==> src/rtl/hs_pkg.sv <==
// Shared types and helpers for the round-robin 4-phase handshake arbiter.
// Holds the FSM state encoding and the index-to-one-hot helper.
package hs_pkg;

   localparam int MAX_N = 16;
   localparam int IDX_W = 4;

   localparam logic [1:0] ST_IDLE = 2'd0;
   localparam logic [1:0] ST_REQ  = 2'd1;
   localparam logic [1:0] ST_HOLD = 2'd2;
   localparam logic [1:0] ST_RTZ  = 2'd3;

   typedef enum logic [1:0] {
      IDLE = ST_IDLE,
      REQ  = ST_REQ,
      HOLD = ST_HOLD,
      RTZ  = ST_RTZ
   } hs_arb_state_t;

   // Callers cast the result down to their own requester count.
   function automatic logic [MAX_N-1:0] onehot(input logic [IDX_W-1:0] idx);
      logic [MAX_N-1:0] v;
      v      = '0;
      v[idx] = 1'b1;
      return v;
   endfunction

endpackage

==> src/rtl/hs_rr_arbiter_if.sv <==
// Bundle of requester-side and downstream-side handshake signals of the arbiter.
// The master modport is the environment; the slave modport is the arbiter itself.
interface hs_rr_arbiter_if #(
   parameter int N  = 4,
   parameter int DW = 8,
   parameter int PW = $clog2(N)
) ();

   logic [N-1:0]    req_i;
   logic [N-1:0]    ack_o;
   logic [N*DW-1:0] data_i;
   logic            rout;
   logic            ain;
   logic [DW-1:0]   dout;
   logic [N-1:0]    gnt_o;
   logic [PW-1:0]   gnt_idx;
   logic            cap;
   logic            busy;
   logic            err;

   modport master (
      output req_i, data_i, ain,
      input  ack_o, rout, dout, gnt_o, gnt_idx, cap, busy, err
   );

   modport slave (
      input  req_i, data_i, ain,
      output ack_o, rout, dout, gnt_o, gnt_idx, cap, busy, err
   );

endinterface

==> src/rtl/hs_rr_pick.sv <==
// Combinational round-robin picker: first set request at or above ptr, wrapping.
// Handles non-power-of-two N by explicit wrap of the search index.
module hs_rr_pick #(
   parameter int N  = 4,
   parameter int PW = $clog2(N)
) (
   input  logic [N-1:0]  req,
   input  logic [PW-1:0] ptr,
   output logic          valid,
   output logic [PW-1:0] idx
);

   int            j;
   logic [PW-1:0] jj;

   // Walk offsets from farthest to nearest so the nearest hit is written last.
   always_comb begin
      // NOTE: every variable written here gets a default first so no latch is inferred.
      valid = 1'b0;
      idx   = '0;
      j     = 0;
      jj    = '0;
      for (int k = N - 1; k >= 0; k--) begin
         j = int'(ptr) + k;
         if (j >= N) j = j - N;
         jj = PW'(j);
         if (req[jj]) begin
            valid = 1'b1;
            idx   = jj;
         end
      end
   end

endmodule

==> src/rtl/hs_rr_arbiter.sv <==
// Round-robin arbiter sharing one downstream 4-phase handshake among N requesters.
// Define HS_ARB_SYNC_EN to pass req_i and ain through 2-flop synchronizers.
module hs_rr_arbiter
   import hs_pkg::*;
#(
   parameter int N  = 4,
   parameter int DW = 8,
   parameter int PW = $clog2(N)
) (
   input logic              clk,
   input logic              rst,
   hs_rr_arbiter_if.slave   bus
);

   logic [N-1:0] req_s;
   logic         ain_s;

`ifdef HS_ARB_SYNC_EN
   logic [N-1:0] req_m;
   logic         ain_m;

   always_ff @(posedge clk) begin
      if (!rst) begin
         req_m <= '0;
         req_s <= '0;
         ain_m <= 1'b0;
         ain_s <= 1'b0;
      end else begin
         req_m <= bus.req_i;
         req_s <= req_m;
         ain_m <= bus.ain;
         ain_s <= ain_m;
      end
   end
`else
   assign req_s = bus.req_i;
   assign ain_s = bus.ain;
`endif

   hs_arb_state_t state_q, state_d;
   logic          rout_q, rout_d;
   logic [N-1:0]  ack_q, ack_d;
   logic [N-1:0]  gnt_q, gnt_d;
   logic [PW-1:0] idx_q, idx_d;
   logic [DW-1:0] dout_q, dout_d;
   logic          cap_q, cap_d;
   logic [PW-1:0] ptr_q, ptr_d;
   logic          err_q, err_d;

   logic          pick_valid;
   logic [PW-1:0] pick_idx;

   hs_rr_pick #(.N(N), .PW(PW)) u_pick (
      .req   (req_s),
      .ptr   (ptr_q),
      .valid (pick_valid),
      .idx   (pick_idx)
   );

   always_comb begin
      state_d = state_q;
      rout_d  = rout_q;
      ack_d   = ack_q;
      gnt_d   = gnt_q;
      idx_d   = idx_q;
      dout_d  = dout_q;
      cap_d   = 1'b0;
      ptr_d   = ptr_q;
      err_d   = err_q;

      unique case (state_q)
         IDLE: begin
            if (ain_s) err_d = 1'b1;
            if (pick_valid) begin
               dout_d  = bus.data_i[pick_idx*DW +: DW];
               cap_d   = 1'b1;
               rout_d  = 1'b1;
               gnt_d   = N'(onehot(IDX_W'(pick_idx)));
               idx_d   = pick_idx;
               state_d = REQ;
            end
         end
         REQ: begin
            if (!req_s[idx_q]) err_d = 1'b1;
            if (ain_s) begin
               ack_d   = gnt_q;
               state_d = HOLD;
            end
         end
         HOLD: begin
            if (!ain_s) err_d = 1'b1;
            if (!req_s[idx_q]) begin
               rout_d  = 1'b0;
               state_d = RTZ;
            end
         end
         RTZ: begin
            // Upstream ack only drops once downstream has returned to zero.
            if (!ain_s) begin
               ack_d   = '0;
               gnt_d   = '0;
               ptr_d   = (idx_q == PW'(N - 1)) ? '0 : idx_q + 1'b1;
               state_d = IDLE;
            end
         end
         default: state_d = IDLE;
      endcase
   end

   always_ff @(posedge clk) begin
      // NOTE: state registers use non-blocking assignments so all flops update together.
      if (!rst) begin
         state_q <= IDLE;
         rout_q  <= 1'b0;
         ack_q   <= '0;
         gnt_q   <= '0;
         idx_q   <= '0;
         dout_q  <= '0;
         cap_q   <= 1'b0;
         ptr_q   <= '0;
         err_q   <= 1'b0;
      end else begin
         state_q <= state_d;
         rout_q  <= rout_d;
         ack_q   <= ack_d;
         gnt_q   <= gnt_d;
         idx_q   <= idx_d;
         dout_q  <= dout_d;
         cap_q   <= cap_d;
         ptr_q   <= ptr_d;
         err_q   <= err_d;
      end
   end

   assign bus.rout    = rout_q;
   assign bus.ack_o   = ack_q;
   assign bus.gnt_o   = gnt_q;
   assign bus.gnt_idx = idx_q;
   assign bus.dout    = dout_q;
   assign bus.cap     = cap_q;
   assign bus.busy    = (state_q != IDLE);
   assign bus.err     = err_q;

endmodule

==> src/flat_wrapper.sv <==
// flat-port wrapper written by rule: the top's interface ports become plain ports
module hs_rr_arbiter_flat import hs_pkg::*;
#(
   parameter int N  = 4,
   parameter int DW = 8,
   parameter int PW = $clog2(N)
)
  (clk, rst, bus_req_i, bus_data_i, bus_ain, bus_ack_o, bus_rout, bus_dout, bus_gnt_o, bus_gnt_idx, bus_cap, bus_busy, bus_err);
  hs_rr_arbiter_if #(.N(N), .DW(DW), .PW(PW)) bus_i ();
  input logic clk;
  input logic rst;
  input wire logic [$bits(bus_i.req_i)-1:0] bus_req_i;
  input wire logic [$bits(bus_i.data_i)-1:0] bus_data_i;
  input wire logic [$bits(bus_i.ain)-1:0] bus_ain;
  output wire logic [$bits(bus_i.ack_o)-1:0] bus_ack_o;
  output wire logic [$bits(bus_i.rout)-1:0] bus_rout;
  output wire logic [$bits(bus_i.dout)-1:0] bus_dout;
  output wire logic [$bits(bus_i.gnt_o)-1:0] bus_gnt_o;
  output wire logic [$bits(bus_i.gnt_idx)-1:0] bus_gnt_idx;
  output wire logic [$bits(bus_i.cap)-1:0] bus_cap;
  output wire logic [$bits(bus_i.busy)-1:0] bus_busy;
  output wire logic [$bits(bus_i.err)-1:0] bus_err;
  assign bus_i.req_i = bus_req_i;
  assign bus_i.data_i = bus_data_i;
  assign bus_i.ain = bus_ain;
  assign bus_ack_o = bus_i.ack_o;
  assign bus_rout = bus_i.rout;
  assign bus_dout = bus_i.dout;
  assign bus_gnt_o = bus_i.gnt_o;
  assign bus_gnt_idx = bus_i.gnt_idx;
  assign bus_cap = bus_i.cap;
  assign bus_busy = bus_i.busy;
  assign bus_err = bus_i.err;
  hs_rr_arbiter #(.N(N), .DW(DW), .PW(PW)) u_core (.clk(clk), .rst(rst), .bus(bus_i));
endmodule
==> config.mk <==
export PLATFORM = sky130hd
export DESIGN_NAME = hs_rr_arbiter_flat
export DESIGN_NICKNAME = d
export VERILOG_FILES = /design/src/rtl/hs_pkg.sv /design/src/rtl/hs_rr_arbiter_if.sv /design/src/rtl/hs_rr_pick.sv /design/src/rtl/hs_rr_arbiter.sv /design/src/flat_wrapper.sv
export SDC_FILE = /design/constraint.sdc
export NUM_CORES = 1
export LEC_CHECK = 0
export CORE_UTILIZATION = 43
export CTS_BUF_LIST = sky130_fd_sc_hd__clkbuf_4
export DETAILED_ROUTE_END_ITERATION = 10
export HOLD_SLACK_MARGIN = 0.08
export PLACE_DENSITY = 0.78
export REMOVE_ABC_BUFFERS = 1
export SETUP_SLACK_MARGIN = 0.4
export SKIP_CTS_REPAIR_TIMING = 1
export SYNTH_ARGS = -nofsm -noshare
export SYNTH_HDL_FRONTEND = slang
export SYNTH_SLANG_ARGS = --single-unit
==> constraint.sdc <==
create_clock -name clk -period 2.2 [get_ports clk]
set_clock_uncertainty 0.15 [all_clocks]
set_input_delay 0.33 -clock clk [delete_from_list [all_inputs] [get_ports clk]]
set_output_delay 0.33 -clock clk [all_outputs]
set_load 0.03 [all_outputs]
Word-level counts from Yosys, hierarchy flattened
Index checks and enable logic that the tools add are counted.
Widths: inputs -> output; s select.
- bits in registers: 25
- latch bits: 0
- RAM bits: 0
- memory bits (read-only): 0
- input bits: 39
- output and inout port bits: 22
- logic and storage cells: 99
- memories: 0
- add/sub/neg operators: 8
- $mul: 0
- div/mod/pow operators: 0
- order comparisons: 11
- equal/unequal tests: 11
- shifts and indexed selects: 1
- multiplexer cells: 43
- bitwise logic cells: 1
- reductions and logical operators: 15
- operator list (cell ; count):
    $shiftx 32x6->8 ; 1
    $mux 2 ; 13
    $mux 1 ; 16
    $pmux 4 s2 ; 2
    $lt 2x3->1 const B ; 5
    $mux 4 ; 3
    $ne 2x2->1 const B ; 6
    $bmux 1 s2 ; 5
    $ge 3x3->1 const B ; 3
    $reduce_and 3->1 ; 3
    $pmux 2 s4 ; 1
    $reduce_and 4->1 ; 2
    $reduce_bool 2->1 ; 4
    $sub 2x1->2 const B ; 4
    $add 2x2->3 const B ; 2
    $eq 2x2->1 const B ; 3
    $reduce_and 2->1 ; 3
    $lt 2x5->1 const B ; 1
    $add 2x1->3 const B ; 1
    $ge 2x3->1 const B ; 1
    $pmux 1 s3 ; 1
    $reduce_bool 3->1 ; 1
    $add 2x1->2 const B ; 1
    $demux 1 s2 ; 1
    other kinds (7) ; 7

Logic depth before layout (Yosys ltp)
Gate-level depths: netlist of run 1.
- word-level depth: 15
- gate-level depth with buffers: 8
- gate-level depth less buffers: 7

Hierarchy
A second synthesis of run 1 with hierarchy kept.
- cells, all modules: 166
- area, all modules: 1515.2 µm²
- by module, submodules not included (module ; instances ; cells each ; area each (µm²) ; sequential area each (µm²)):
    hs_rr_arbiter ; 1 ; 153 ; 1437.6 ; 500.5
    hs_rr_pick ; 1 ; 13 ; 77.6 ; 0.0

Worst setup path after synthesis of run 1
Ideal clock, no wire load.
- path type: register to register
- start: register u_core.idx_q[0] (netlist: u_core.bus.gnt_idx[0])
- end: register u_core.state_q[1]
- setup time: 0.128 ns
- data arrival time: 1.731 ns
- data required time: 1.922 ns
- slack: 0.191 ns
- stages on the path, launching flop included: 5
- buffers on the path: 0
- period minus slack after synthesis: 2.009 ns
- path through: dfxtp_1 > mux4_2 > a221oi_1 > mux2i_1 > nor2_1
- longest elaborated chain between the ends: 4
- ends and longest elaborated chain (item ; line ; RTL):
    start, declared ; hs_rr_arbiter.sv:44 ; logic [PW-1:0] idx_q, idx_d;
    start signal, assigned ; hs_rr_arbiter.sv:127 ; idx_q <= idx_d;
    $bmux 1 s2 ; hs_rr_arbiter.sv:92 ; if (!req_s[idx_q]) begin
    $mux 1 (implied by the code) ; hs_rr_arbiter.sv:92 ;
    $ne 2x2->1 (no source line) ; n/a ;
    $reduce_and 4->1 (no source line) ; n/a ;
    end signal, assigned ; hs_rr_arbiter.sv:123 ; state_q <= state_d;
    end, declared ; hs_rr_arbiter.sv:40 ; hs_arb_state_t state_q, state_d;
Every way passes these cells. The select of a mux whose other input is x is not followed.
A chain may end at the register's enable or synchronous reset.

Worst setup path after layout of run 1
- start: register u_core.state_q[0]
- end: output bus_busy
- longest elaborated chain between the ends: 1
- ends and longest elaborated chain (item ; line ; RTL):
    $reduce_bool 2->1 ; hs_rr_arbiter.sv:141 ; assign bus.busy = (state_q != IDLE);
    end, declared ; flat_wrapper.sv:21 ; output wire logic [$bits(bus_i.busy)-1:0] bus_busy;
Every way passes these cells.

==> results.txt, run 1 <==
In this run, synthesis produced a sequential element count of 25. The wire length of the first global-routing pass was 6.29 mm. The largest incremental delay on the critical path came out at 410 ps.

Starting density of the core: 0.453. Static timing analysis puts the maximum clock frequency at 0.553 GHz. The kind of critical path is reg -> out. The share of the synthesized area in the top cell type came out at 0.365. The count of unresolved DRC violations after routing was 0; the vertical die dimension was 58.5 um.

For the pin with the worst max-slew slack, the measured transition is 452 ps. The switching power share of the total came out at 0.432. Among all stages on the critical path, the largest delay is contributed by dfxtp_4. For the worst setup path, the data required time is 1720 ps. By area the synthesized netlist is led by dfxtp_1, mux2i_1, o221ai_1. For the endpoint arrival time on the critical path, the log shows 1330 ps. The endpoint class of the critical path was a primary output. Among cell families on the critical path, the largest total delay comes from flip-flops. The first routing iteration left 44 violations. The tools report the number of violations of the max-capacitance limit as 0.

For the worst-skew pair, the clock arrives at the later sink with an insertion delay of 330 ps. Counting stages on the worst path, the most repeated cell is inv_1. The tools report the overall global routing resource usage as 0.238. The count of nets left with antenna violations once routing finished came out at 0. In this run, CTS created clock tree buffers numbering 3. Setup repair after global routing could not meet its margin everywhere.

The first detailed-routing pass took 4 iterations. The launching element type of the critical path is a flip-flop. After the flow finishes, the layout carries non-filler instances totaling 275. The combined area of all synthesized cells is 1370 um2. Setup slack on the critical path of the routed design comes to 392 ps. Timing analysis after detailed placement gives a worst setup slack of -165 ps. Internal power comes to 1.21 mW.

The minimum period implied by the final worst setup slack is 1810 ps, and the post-synthesis average cell area is 8.68 um2. The net count of the finished layout is 276. Maximum clock path buffer count: 2. The static leakage is 1.30 nW. Pin placement for this block handled 61 I/O pins. The layout has 206 filler cells. The tools report the cell chosen for the clock root as clkbuf_4. For the final hold violation count, the log shows 0. The count of distinct cell types in the synthesized netlist was 33; the maximum fanout along the worst path was 4. TritonCTS built the clock tree. The clock network fraction of design power came out at 0.103. Path type of the worst min-delay path: reg -> reg. For the instance count of the mapped netlist, the log shows 158.

The analysis attributes to net switching a power of 0.921 mW. The area of the die was 3420 um2; the number of max-slew violations in the final report was 0. The tools report the part of the power in registers as 0.322. The logs give 1,505 for the via count of the first global-routing pass and 1,513 for the detailed-route via count. The maximum ir drop on the vdd rail is 0.383 mV, and the number of buffers and inverters on the critical path is 3. The worst slew margin relative to its limit was 0.696. For the final routed database, the setup TNS stands at 0 ps.

The run gives 0.575 as the part of the total power dissipated in combinational logic. The portion of the clock cycle consumed by the worst path in the final layout works out to 0.822. The total overflow reported by the global router is 0, and the average wire per cell in the routed design is 14.4 um. The congestion estimate from routability-driven global placement came to 0.841.

Walking the worst path, the cells encountered are inv_1, ha_1, inv_1, dlymetal6s2s_1. Using the TritonRoute via totals, the vias-per-cell ratio works out to 5.50. In the final layout, flip-flops and latches occupy 510 um2. The run gives 1 as the CTS H-tree depth. Clock-pin slew was measured on the worst setup and hold paths at 150 ps.

Once detailed placement completed, the half-perimeter wirelength came to 2.91 mm. The final count of negative-setup-slack endpoints is 0, and the cell count after placement is 269. The library cell occupying the most area in the post-synthesis netlist was dfxtp_1. The tools report the initial antenna violation count as 0. Yosys printed 0 warnings.

The run finished with clean final reports. The proportion of layout cells with a drive suffix above 1 came out at 0.169. The multi-input combinational cells in the finished layout cover a total of 852 um2. After floorplanning, the core was divided into 20 placement rows. The tools report the fraction of the yosys area taken by sequential cells as 0.365.

Entering global routing, the biggest net connects 18 pins. In this run the power density over the cells is 922 nW/um2. The floorplan step set the die width to 58.5 um.

From synthesis to final layout, the design area changed by 68.6%. The number of antenna repair diodes is 0, and the core area is 3030 um2. For this block, the routed nets add up to 3.95 mm of wire.

The count of buffers inserted at the top-level ports was 60; the sink count of the clock tree was 25.
-- worst paths after layout --
path / start / end / slack [ps] / cells past startpoint
hold / removal: u_core.bus.err / u_core.bus.err / 340 / 2
hold reg to reg: u_core.bus.err / u_core.bus.err / 340 / 2
setup reg to reg: u_core.ptr_q[1] / u_core.bus.gnt_o[3] / 400 / 5
setup / recovery: u_core.state_q[0] / bus_busy / 390 / 4
-- cells in the final DEF (no fill, tap or decap), types with 8 or more instances in the layout --
cell / count
dfxtp_1: 21
inv_1: 9
buf_4: 16
dlymetal6s2s_1: 26
a21oi_1: 11
mux2i_1: 18
o221ai_1: 8
nand3_1: 9
clkdlybuf4s50_1: 34
nor2_1: 13
nand2_1: 8
-- synth_stat cells --
library cell   n
inv_1          9
nor4_1         1
buf_2          2
nor2b_1        1
or2b_1         1
buf_1          1
a2111oi_0      4
o211ai_1       2
a211o_1        1
o221ai_1       8
nand3b_1       1
a21oi_2        1
a21oi_1       11
buf_4          1
nor3_1         7
a221oi_1       1
o31ai_1        1
o21ai_0        6
o22ai_1        1
or3_4          1
clkbuf_1       5
nand2_1       11
o21a_1         1
mux4_2         1
ha_1           5
nor3b_1        1
nand2b_1       1
dfxtp_1       25
or4_1          2
mux2i_1       20
nand3_1        9
nor2_1        14
a32oi_1        2
-- logic make-up after synthesis --
family          share of synthesized area
flops                               0.365
fa+ha+maj                          0.0456
mux                                 0.162
simple gates                        0.176
compound gates                      0.197
buf+inv                            0.0538
-- metrics by stage --
step | instance area, um2 | hold slack, ps | total power [mW] | util
3_5_place_dp | 2120 | 322 | 1.86 | 0.700
4_1_cts | 2150 | 343 | 2.08 | 0.710
5_1_grt | 2310 | 370 | 2.27 | 0.764
2_1_floorplan | 1330 | 328 | 1.34 | -
3_3_place_gp | 2120 | 303 | 1.82 | 0.700
6_report | 2310 | 341 | 2.13 | 0.764
-- layout make-up --
cell class | instances | area share
Clock inverter | 1 | 0.00325
Timing Repair Buffer | 78 | 0.359
Sequential cell | 25 | 0.221
Tap cell | 44 | 0.0238
Clock buffer | 3 | 0.00974
Multi-Input combinational cell | 115 | 0.369
Inverter | 9 | 0.0146
-- worst register-to-register path: stages (launching register included) --
cell	delay, ps
dfxtp_1	390
a21oi_2	130
nor3b_1	70
or3_4	380
or4_1	500
a21oi_1	120
-- power groups by stage --
stage / combinational [mW] / sequential, mW / clock [mW]
after floorplan: 0.434 / 0.905 / 0
after global placement: 1.14 / 0.680 / 0
after detailed placement: 1.17 / 0.686 / 0
after CTS: 1.18 / 0.678 / 0.228
after global routing: 1.32 / 0.707 / 0.249
final: 1.23 / 0.686 / 0.221
-- registers in the layout, summed over array words and instances (netlist names) --
name	cells
u_core.bus.dout	8
u_core.bus.rout	1
u_core.bus.gnt_o	4
u_core.bus.gnt_idx	2
u_core.ptr_q	2
u_core.bus.err	1
u_core.bus.cap	1
u_core.state_q	2
u_core.bus.ack_o	4
-- metal layers --
metal | up-vias | GRT usage | part of all wire
met2 | 67 | 0.456 | 0.52
met5 | - | 0 | 0
met4 | 0 | 0.102 | 0.016
met1 | 697 | 0.239 | 0.39
li1 | 742 | - | -
met3 | 7 | 0.0637 | 0.075
No activity file was read; power rests on OpenSTA's default activity.
==> inputs of run 2 (changes only) <==
==> constraint.sdc (replaced) <==
create_clock -name clk -period 1.7 [get_ports clk]
set_clock_uncertainty 0.15 [all_clocks]
set_input_delay 0.255 -clock clk [delete_from_list [all_inputs] [get_ports clk]]
set_output_delay 0.255 -clock clk [all_outputs]
set_load 0.03 [all_outputs]
==> run 2 against run 1 <==
  * The run now ends with negative setup slack left
  * Final cell count grew 8.4%
  * Sequential power up 35%
  * Count of clock-buffer cells in the layout did not move
  * Die area did not move
  * Combinational power increased by 66%
  * Utilization is 6.7 points higher
  * Critical endpoint is now u_core.state_q[1]
  * Largest cell class is now buffers
  * Highest routed layer unchanged
==> results.txt, run 2 (synthesis gave the netlist of run 1 again) <==
The detail route stage leaves a number of antenna-violating nets equal to 0. The number of clock buffers added by TritonCTS is 3. For this design the static power due to leakage is 1.12 nW. At the worst endpoint, the required time is 1770 ps.

Before CTS, the worst setup slack after placement is -573 ps. The growth of design area from synthesis to finish is 83.5%, and the layout filler cell count is 187. The initial antenna violation count was 0.

Detailed placement finished with a half-perimeter wire length of 2.97 mm. The logs give 532 um2 for the sequential cell area and 2180 um2 for the placed standard-cell area. The placer's final routability congestion estimate is 0.923. For this block, the routed nets add up to 4.61 mm of wire. In this run the worst hold path is classified as reg -> reg. The tools report the final setup slack of the worst path as -48.8 ps.

The tool flagged a number of max-cap violations equal to 0. The portion of the clock cycle consumed by the worst path in the final layout came out at 1.03. At the pin with the least slew margin, the transition time is 420 ps. The detailed-route vias per instance is 5.36.

For this run, the top clock speed supported by timing is 0.572 GHz. In this run the tool buffered the top-level ports with 60 buffer cells. For the part of the power in registers, the log shows 0.285. The clock-pin transition on the worst setup and hold timing paths works out to 150 ps. The top cell types in the final layout, fill and taps aside, are buf_4, clkdlybuf4s50_1, dfxtp_2. The via count of the first global-routing pass was 1,445. The worst path needs 1750 ps of the cycle, external delays included.

The clock drives 25 sinks. The area of the multi-input gates is 901 um2. The worst setup path is captured at a flip-flop.

Leaving out fill and tap cells, the most frequent cell in the layout is buf_4. Row generation in the floorplan step produced 20 rows. The part of the total power dissipated in combinational logic is 0.628, and the wire length of the first global-routing pass is 6.18 mm. The worst setup path is launched from a flip-flop. After detailed routing, the average wire length per cell comes to 15.5 um. For this design the top-level I/O count stands at 61. The internal portion of total power was 1.86 mW; the total iterations of the first detailed-routing run was 4. The critical path is of the reg -> reg type. The switching power share of the total came out at 0.428. The tools report the hold slack as 357 ps.

The maximum fanout along the worst path was 2. In the final design database the tool counted 299 nets. For this run the aggregate overflow at the end of global routing stands at 0. In the routed design, unresolved DRC markers number 0. The run gives 1 as the CTS H-tree depth. The clock passes through at most 2 buffers.

TritonCTS built the clock tree. The run gives 298 as the count of placed standard cells in the final layout, fillers left out. The overall global routing resource usage is 0.235, and the detailed-route via count is 1,597.

The chip width came out at 58.5 um. The run finished, with violations left. Overall power consumption after layout is estimated at 3.25 mW. Setup violations remaining at the end of the flow were counted as 5. The net switching power of the design was 1.39 mW.

The run gives 0.453 as the starting density of the core. After routing the design area is 2520 um2. Entering global routing, the biggest net connects 18 pins. The number of placed instances, taps included, is 277. The register with the most flip-flops in the layout has 8 of them. The core region is 3030 um2. Setup repair after global routing could not meet its margin everywhere. In this run the clock root is driven by a clkbuf_4. The area of the die was 3420 um2.

The vertical die dimension came out at 58.5 um. The final hold violation count came out at 0. Clock latency on the worst-skew pair, taken at its later pin, is 320 ps. The final reports fail on negative setup slack.

The logs give 0.713 for the worst slew margin relative to its limit and 66 for the first-iteration detailed-routing DRC count. The repair_antennas step left the layout with diodes totalling 0. The run gives 1820 ps as the endpoint arrival time on the critical path.

For this design the ratio of total power to cell area is 1290 nW/um2. The tools report the number of max-slew violations in the final report as 0. The proportion of layout cells with a drive suffix above 1 was 0.433; the clock network fraction of design power was 0.087. The maximum ir drop on the vdd rail came out at 0.668 mV.
==> run 2: cell types whose count changed in the layout (fill, tap and decap cells not counted), sizes merged <==
cell	previous run	this run
buf	17	59
clkbuf	4	7
dlymetal6s2s	26	4
==> run 2: metal layers <==
metal,vias up,track usage,share of wire
met5,-,0,0
met3,10,0.0571,0.057
met4,0,0.0952,0.015
met2,67,0.420,0.52
met1,739,0.266,0.40
li1,781,-,-
==> run 2: critical path, stage by stage (launching register included) <==
cell,delay [ps]
dfxtp_2,370
mux4_2,550
a221oi_4,280
mux2i_1,230
nor2_1,60
==> run 2: cell type report <==
class / count / share of cell area
clock buffer: 3 / 0.00895
clock inverter: 1 / 0.00298
inverter: 9 / 0.0154
multi-input combinational: 115 / 0.358
sequential: 25 / 0.211
tap: 44 / 0.0219
timing repair buffer: 101 / 0.381
==> run 2: final timing paths <==
| kind | startpoint | end | slack [ps] | cells past startpoint |
|---|---|---|---|---|
| max | u_core.bus.gnt_idx[0] | u_core.state_q[1] | -50 | 4 |
| min | u_core.bus.dout[2] | u_core.bus.dout[2] | 360 | 2 |
| max reg2reg | u_core.bus.gnt_idx[0] | u_core.state_q[1] | -50 | 4 |
| min reg2reg | u_core.bus.dout[2] | u_core.bus.dout[2] | 360 | 2 |
==> run 2: through the flow <==
step,setup TNS [ps],util
6_report,-122,0.831
3_3_place_gp,-7890,0.719
2_1_floorplan,-2620,-
4_1_cts,-4590,0.729
3_5_place_dp,-8760,0.719
5_1_grt,-727,0.831
==> run 2: power by group through the flow <==
stage | logic [mW] | registers (mW) | clock network [mW]
floorplan | 0.561 | 1.17 | 0
global placement | 1.53 | 0.873 | 0
detailed placement | 1.58 | 0.883 | 0
CTS | 1.58 | 0.871 | 0.283
global route | 2.16 | 0.941 | 0.316
finish | 2.04 | 0.926 | 0.282
==> inputs of run 3 (changes only) <==
--- a/config.mk
+++ b/config.mk
@@ -5,11 +5,14 @@
 export SDC_FILE = /design/constraint.sdc
 export NUM_CORES = 1
 export LEC_CHECK = 0
-export CORE_UTILIZATION = 43
+export CELL_PAD_IN_SITES_DETAIL_PLACEMENT = 0
+export CELL_PAD_IN_SITES_GLOBAL_PLACEMENT = 1
+export CORE_UTILIZATION = 31
 export CTS_BUF_LIST = sky130_fd_sc_hd__clkbuf_4
 export DETAILED_ROUTE_END_ITERATION = 10
 export HOLD_SLACK_MARGIN = 0.08
-export PLACE_DENSITY = 0.78
+export PLACE_DENSITY = 0.79
+export RECOVER_POWER = 100
 export REMOVE_ABC_BUFFERS = 1
 export SETUP_SLACK_MARGIN = 0.4
 export SKIP_CTS_REPAIR_TIMING = 1
==> run 3 against run 2 <==
  * The run still ends with negative setup slack left
  * Sequential power is 0.4% higher
  * Worst hold slack worse by 31 ps
  * Clock power is 4% higher
  * Largest power group unchanged
  * Flip-flop and latch count unchanged
  * Utilization decreased by 23 points
==> results.txt, run 3 (synthesis gave the netlist of run 1 again) <==
The final reports fail on negative setup slack. The clock net in this run drives a total of 25 sinks. Layout filler cell count: 341. Summing over every cut layer, the via total after detailed routing is 1,561. Via count of the first global-routing pass: 1,427. The number of nets still failing antenna checks after routing came out at 0. The tools report the total iterations of the first detailed-routing run as 4.

The post-detailed-placement half-perimeter wirelength is 3.11 mm, and the maximum ir drop on the vdd rail is 0.603 mV. The portion of the clock cycle consumed by the worst path in the final layout works out to 1.02. The final standard cell utilization of the core was 0.597. In this run, CTS created clock tree buffers numbering 3. At the later pin of the worst-skew pair, clock insertion delay measures 330 ps. Among all stages on the critical path, the largest delay is contributed by or4_1. Cell chosen for the clock root: clkbuf_4. The tools report the overall global routing resource usage as 0.179.

The average wire per cell in the routed design works out to 14.3 um. The register with the most flip-flops in the layout has 8 of them. The growth of design area from synthesis to finish came out at 79.2%. The flow ran to the end, but the final reports show violations. Routability-driven placement finished with a final weighted congestion of 0.812. Endpoint class of the critical path: a flip-flop.

At the end of the flow, the number of nets in the layout was 291. For the pin with the worst max-slew slack, the measured transition is 465 ps. The tools report the static leakage as 1.08 nW. The critical path contains buffers and inverters numbering 2 combined. The minimum setup slack after placement was -607 ps. The tools report the wire length reported by the detailed router as 4.24 mm. The final hold violation count was 0; the clock-pin transition on the worst setup and hold timing paths was 140 ps.

The critical path is of the reg -> reg type. No sink is reached through more buffers than the 2 on the longest clock path. For the CTS H-tree depth, the log shows 1. Across the run, the number of max-cap violations was 0. The library cells used most frequently in the layout, excluding fill and tap cells, are buf_4, clkdlybuf4s50_1, dfxtp_2. The run gives 6.26 mm as the wire length of the first global-routing pass. For the number of max-slew violations in the final report, the log shows 0. The kind of cell adding the most delay to the critical path is simple AND/OR/NAND/NOR gates.

The critical path goes through inv_2, ha_4, nand2_2, buf_6, or4_1, a21oi_1. The die is 68.5 um wide. The number of antenna diodes in the final layout is 0. The total overflow reported by the global router was 0; the count of buffers inserted at the top-level ports was 60. In the final timing run, aggregate negative setup slack is -34.7 ps. For the initial antenna violation count, the log shows 0. The initialized floorplan defines 23 standard-cell rows. In the routed design, unresolved DRC markers number 0.

Setup repair after global routing could not meet its margin everywhere. STA classifies the critical path startpoint as a flip-flop. The worst hold path belongs to the class reg -> reg.

The smallest clock period supported by the final layout is computed as 1730 ps. Final count of negative-setup-slack endpoints: 1. STA puts the critical path data required time at 1830 ps.

Of all nets on the critical path, the largest fanout is 8. The first-iteration detailed-routing DRC count is 56, and the detailed-route vias per instance is 5.27. TritonCTS built the clock tree. The endpoint arrival time on the critical path came out at 1860 ps.

The final setup slack of the worst path was -34.7 ps. The vertical die dimension is 68.5 um. The starting density of the core is 0.333, and the proportion of layout cells with a drive suffix above 1 is 0.427. The area of the die was 4690 um2; the total power divided by cell area was 1280 nW/um2. The logs give 0.576 GHz for the maximum clock frequency and 4120 um2 for the core area. 61 I/O pins were placed. The worst slew margin relative to its limit came out at 0.686. The largest net degree at the start of global routing is 17.

For this run, the slowest stage of the critical path takes 500 ps. The library cell used most frequently in the layout, excluding fill and tap cells, is buf_4.
==> run 3: path summary, 6_finish.rpt <==
path | startpoint | end | slack, ps | cells past startpoint
worst max register to register | u_core.state_q[0] | u_core.bus.gnt_o[3] | -30 | 6
worst min-delay path | u_core.bus.err | u_core.bus.err | 330 | 2
worst min register to register | u_core.bus.err | u_core.bus.err | 330 | 2
worst max-delay path | u_core.state_q[0] | u_core.bus.gnt_o[3] | -30 | 6
==> run 3: through the flow <==
step | total power, mW | hold WS [ps] | std cells | instance area, um2
after floorplan | 1.73 | 253 | 149 | 1330
after global placement | 2.43 | 301 | 284 | 2190
after detailed placement | 2.47 | 320 | 284 | 2190
after CTS | 2.77 | 353 | 288 | 2220
after global routing | 3.34 | 367 | 296 | 2460
final | 3.14 | 325 | 296 | 2460
==> run 3: cell type report <==
type                            count  area (um2)  area share
Clock buffer                        4        30.0      0.0122
Inverter                            9        33.8      0.0137
Multi-Input combinational cell    115         928       0.378
Sequential cell                    25         536       0.218
Tap cell                           50        62.6      0.0255
Timing Repair Buffer               93         867       0.353
==> run 3: per-layer routing <==
metal / track usage / routed length, um
met5: 0 / 0
met4: 0.0547 / 47
met3: 0.0428 / 234
met2: 0.326 / 2190
met1: 0.204 / 1770
==> run 3: tightest hold or removal path, stage by stage (launching register included) <==
cell and delay [ps]:
dfxtp_2 350, nor2_1 40, nor2_1 60
==> run 3: power by group <==
| part | internal, mW | leakage (nW) | switching [mW] |
|---|---|---|---|
| registers | 0.797 | 0.215 | 0.133 |
| logic | 0.910 | 0.852 | 1.01 |
| clock network | 0.108 | 0.0184 | 0.186 |
==> variant (flow settings as in run 2) <==
Take the reset off `dout_q` and load it in a clocked block of its own.
--- a/src/rtl/hs_rr_arbiter.sv
+++ b/src/rtl/hs_rr_arbiter.sv
@@ -115,7 +115,6 @@
          ack_q   <= '0;
          gnt_q   <= '0;
          idx_q   <= '0;
-         dout_q  <= '0;
          cap_q   <= 1'b0;
          ptr_q   <= '0;
          err_q   <= 1'b0;
@@ -125,11 +124,14 @@
          ack_q   <= ack_d;
          gnt_q   <= gnt_d;
          idx_q   <= idx_d;
-         dout_q  <= dout_d;
          cap_q   <= cap_d;
          ptr_q   <= ptr_d;
          err_q   <= err_d;
       end
+   end
+
+   always_ff @(posedge clk) begin
+      dout_q <= dout_d;
    end
 
    assign bus.rout    = rout_q;
Check against the original RTL: not equivalent (Yosys sat finds a counterexample within 4 cycles, from zero or initial values and one cycle with rst low).
==> variant against run 2 <==
- the run still ends with negative setup slack left
- sequential share of layout area rose by 0.31 points
- non-clock buffer count down 5
- sequential cell count stayed put
- worst hold slack worse by 93 ps
- combinational power is 32% higher
- power rose by 23%
- highest routed layer unchanged
- routed wire length is 37% higher
- synthesized area rose by 6.6%
- sequential power grew 6.5%
- first-iteration DRC count is 140% higher
- worst setup slack got worse by 260 ps
- critical endpoint is now u_core.bus.dout[6]
- cell area rose by 12%
==> variant: results <==
set metrics [dict create \
    via_per_inst 5.87 \
    hold_class "input port to flop" \
    setup_viol 14 \
    ys_types 35 \
    synth_common_cells "mux2i_1, dfxtp_1, nand2_1" \
    crit_slowest_cell "dfxtp_2" \
    drt-met1-wl_mm 2.33 \
    wl_mm 6.32 \
    setup_slack_ps -306 \
    ys_seq_area_frac 0.397 \
    via_count 1684 \
    dr_wl_met3_um 454 \
    status "finished, violations left" \
    syn_avg_cell_area_um2 9.68 \
    grt_max_degree 19 \
    drive_gt1_frac 0.510 \
    first_global_vias 1369 \
    placed_cells 259 \
    dp_hpwl_mm 2.90 \
    grtUsageTotal 0.220 \
    p_switching_mw 1.76 \
    async_flop_share 0 \
    dpl_cell_area_um2 2190 \
    tightest_slew_ps 289 \
    wl_met2_mm 3.29 \
    final_nets 288 \
    arrival_ps 1950 \
    synth-edff-count 8 \
    htreeDepth 1 \
    worstPathMaxFanout 9 \
    violations "negative setup slack" \
    max-vdd-ir-drop_mv 0.706 \
    setup_tns_ps -2110 \
    grt_pass1_wl_mm 5.93 \
    drtIter0Drc 158 \
    place_ws_ps -535 \
    cpPeakStageDelay_ps 370 \
    highest_layer "met4" \
    p_leak_nw 1.09 \
    synthTopCellsByArea "dfxtp_1, mux2i_1, edfxtp_1" \
    routabilityCongestion 0.787 \
]
## variant: final cells by class
| type | count | area [µm²] |
|---|---|---|
| multi-input combinational | 111 | 1080 |
| timing repair buffer | 96 | 1000 |
| sequential | 25 | 602 |
| fill | 121 | 322 |
| tap | 44 | 55.1 |
| inverter | 6 | 33.8 |
| clock buffer | 3 | 22.5 |
| timing repair inverter | 1 | 7.51 |
| clock inverter | 1 | 5.00 |
## variant: logic make-up after synthesis
kind of cell	count (synthesis)	synth area share
buffers and inverters	15	0.0445
and+or+nand+nor	40	0.138
muxes	28	0.200
AOI/OAI and AO/OA	38	0.177
DFF	25	0.397
adders and majority gates	5	0.0428
## variant: power by group through the flow
stage / Clock, mW / Combinational, mW / Sequential [mW]
3_5_place_dp: 0 / 1.54 / 0.926
4_1_cts: 0.272 / 1.55 / 0.914
6_report: 0.297 / 2.70 / 0.986
5_1_grt: 0.312 / 2.82 / 0.997
3_3_place_gp: 0 / 1.49 / 0.917
2_1_floorplan: 0 / 0.647 / 1.19
## variant: path summary, 6_finish.rpt
kind                                          start                    end  slack, ps  cells after the start
worst max register to register      u_core.ptr_q[1]     u_core.bus.dout[6]       -310                      8
worst min-delay path                   bus_req_i[2]  u_core.bus.gnt_idx[0]        260                      5
worst max-delay path                u_core.ptr_q[1]     u_core.bus.dout[6]       -310                      8
worst min register to register  u_core.bus.gnt_o[1]    u_core.bus.gnt_o[1]        360                      2
## variant: critical path, delay by kind of cell (launching register included)
family / cells / cell delay (ps)
multiplexers: 3 / 610
buffers and inverters: 3 / 390
flip-flops: 1 / 370
AND/OR/NAND/NOR: 2 / 230
## variant: per-layer routing
metal	vias to the layer above	GRT usage
met5	-	0
met4	0	0.0598
met3	30	0.0519
met2	113	0.414
met1	810	0.241
li1	731	-
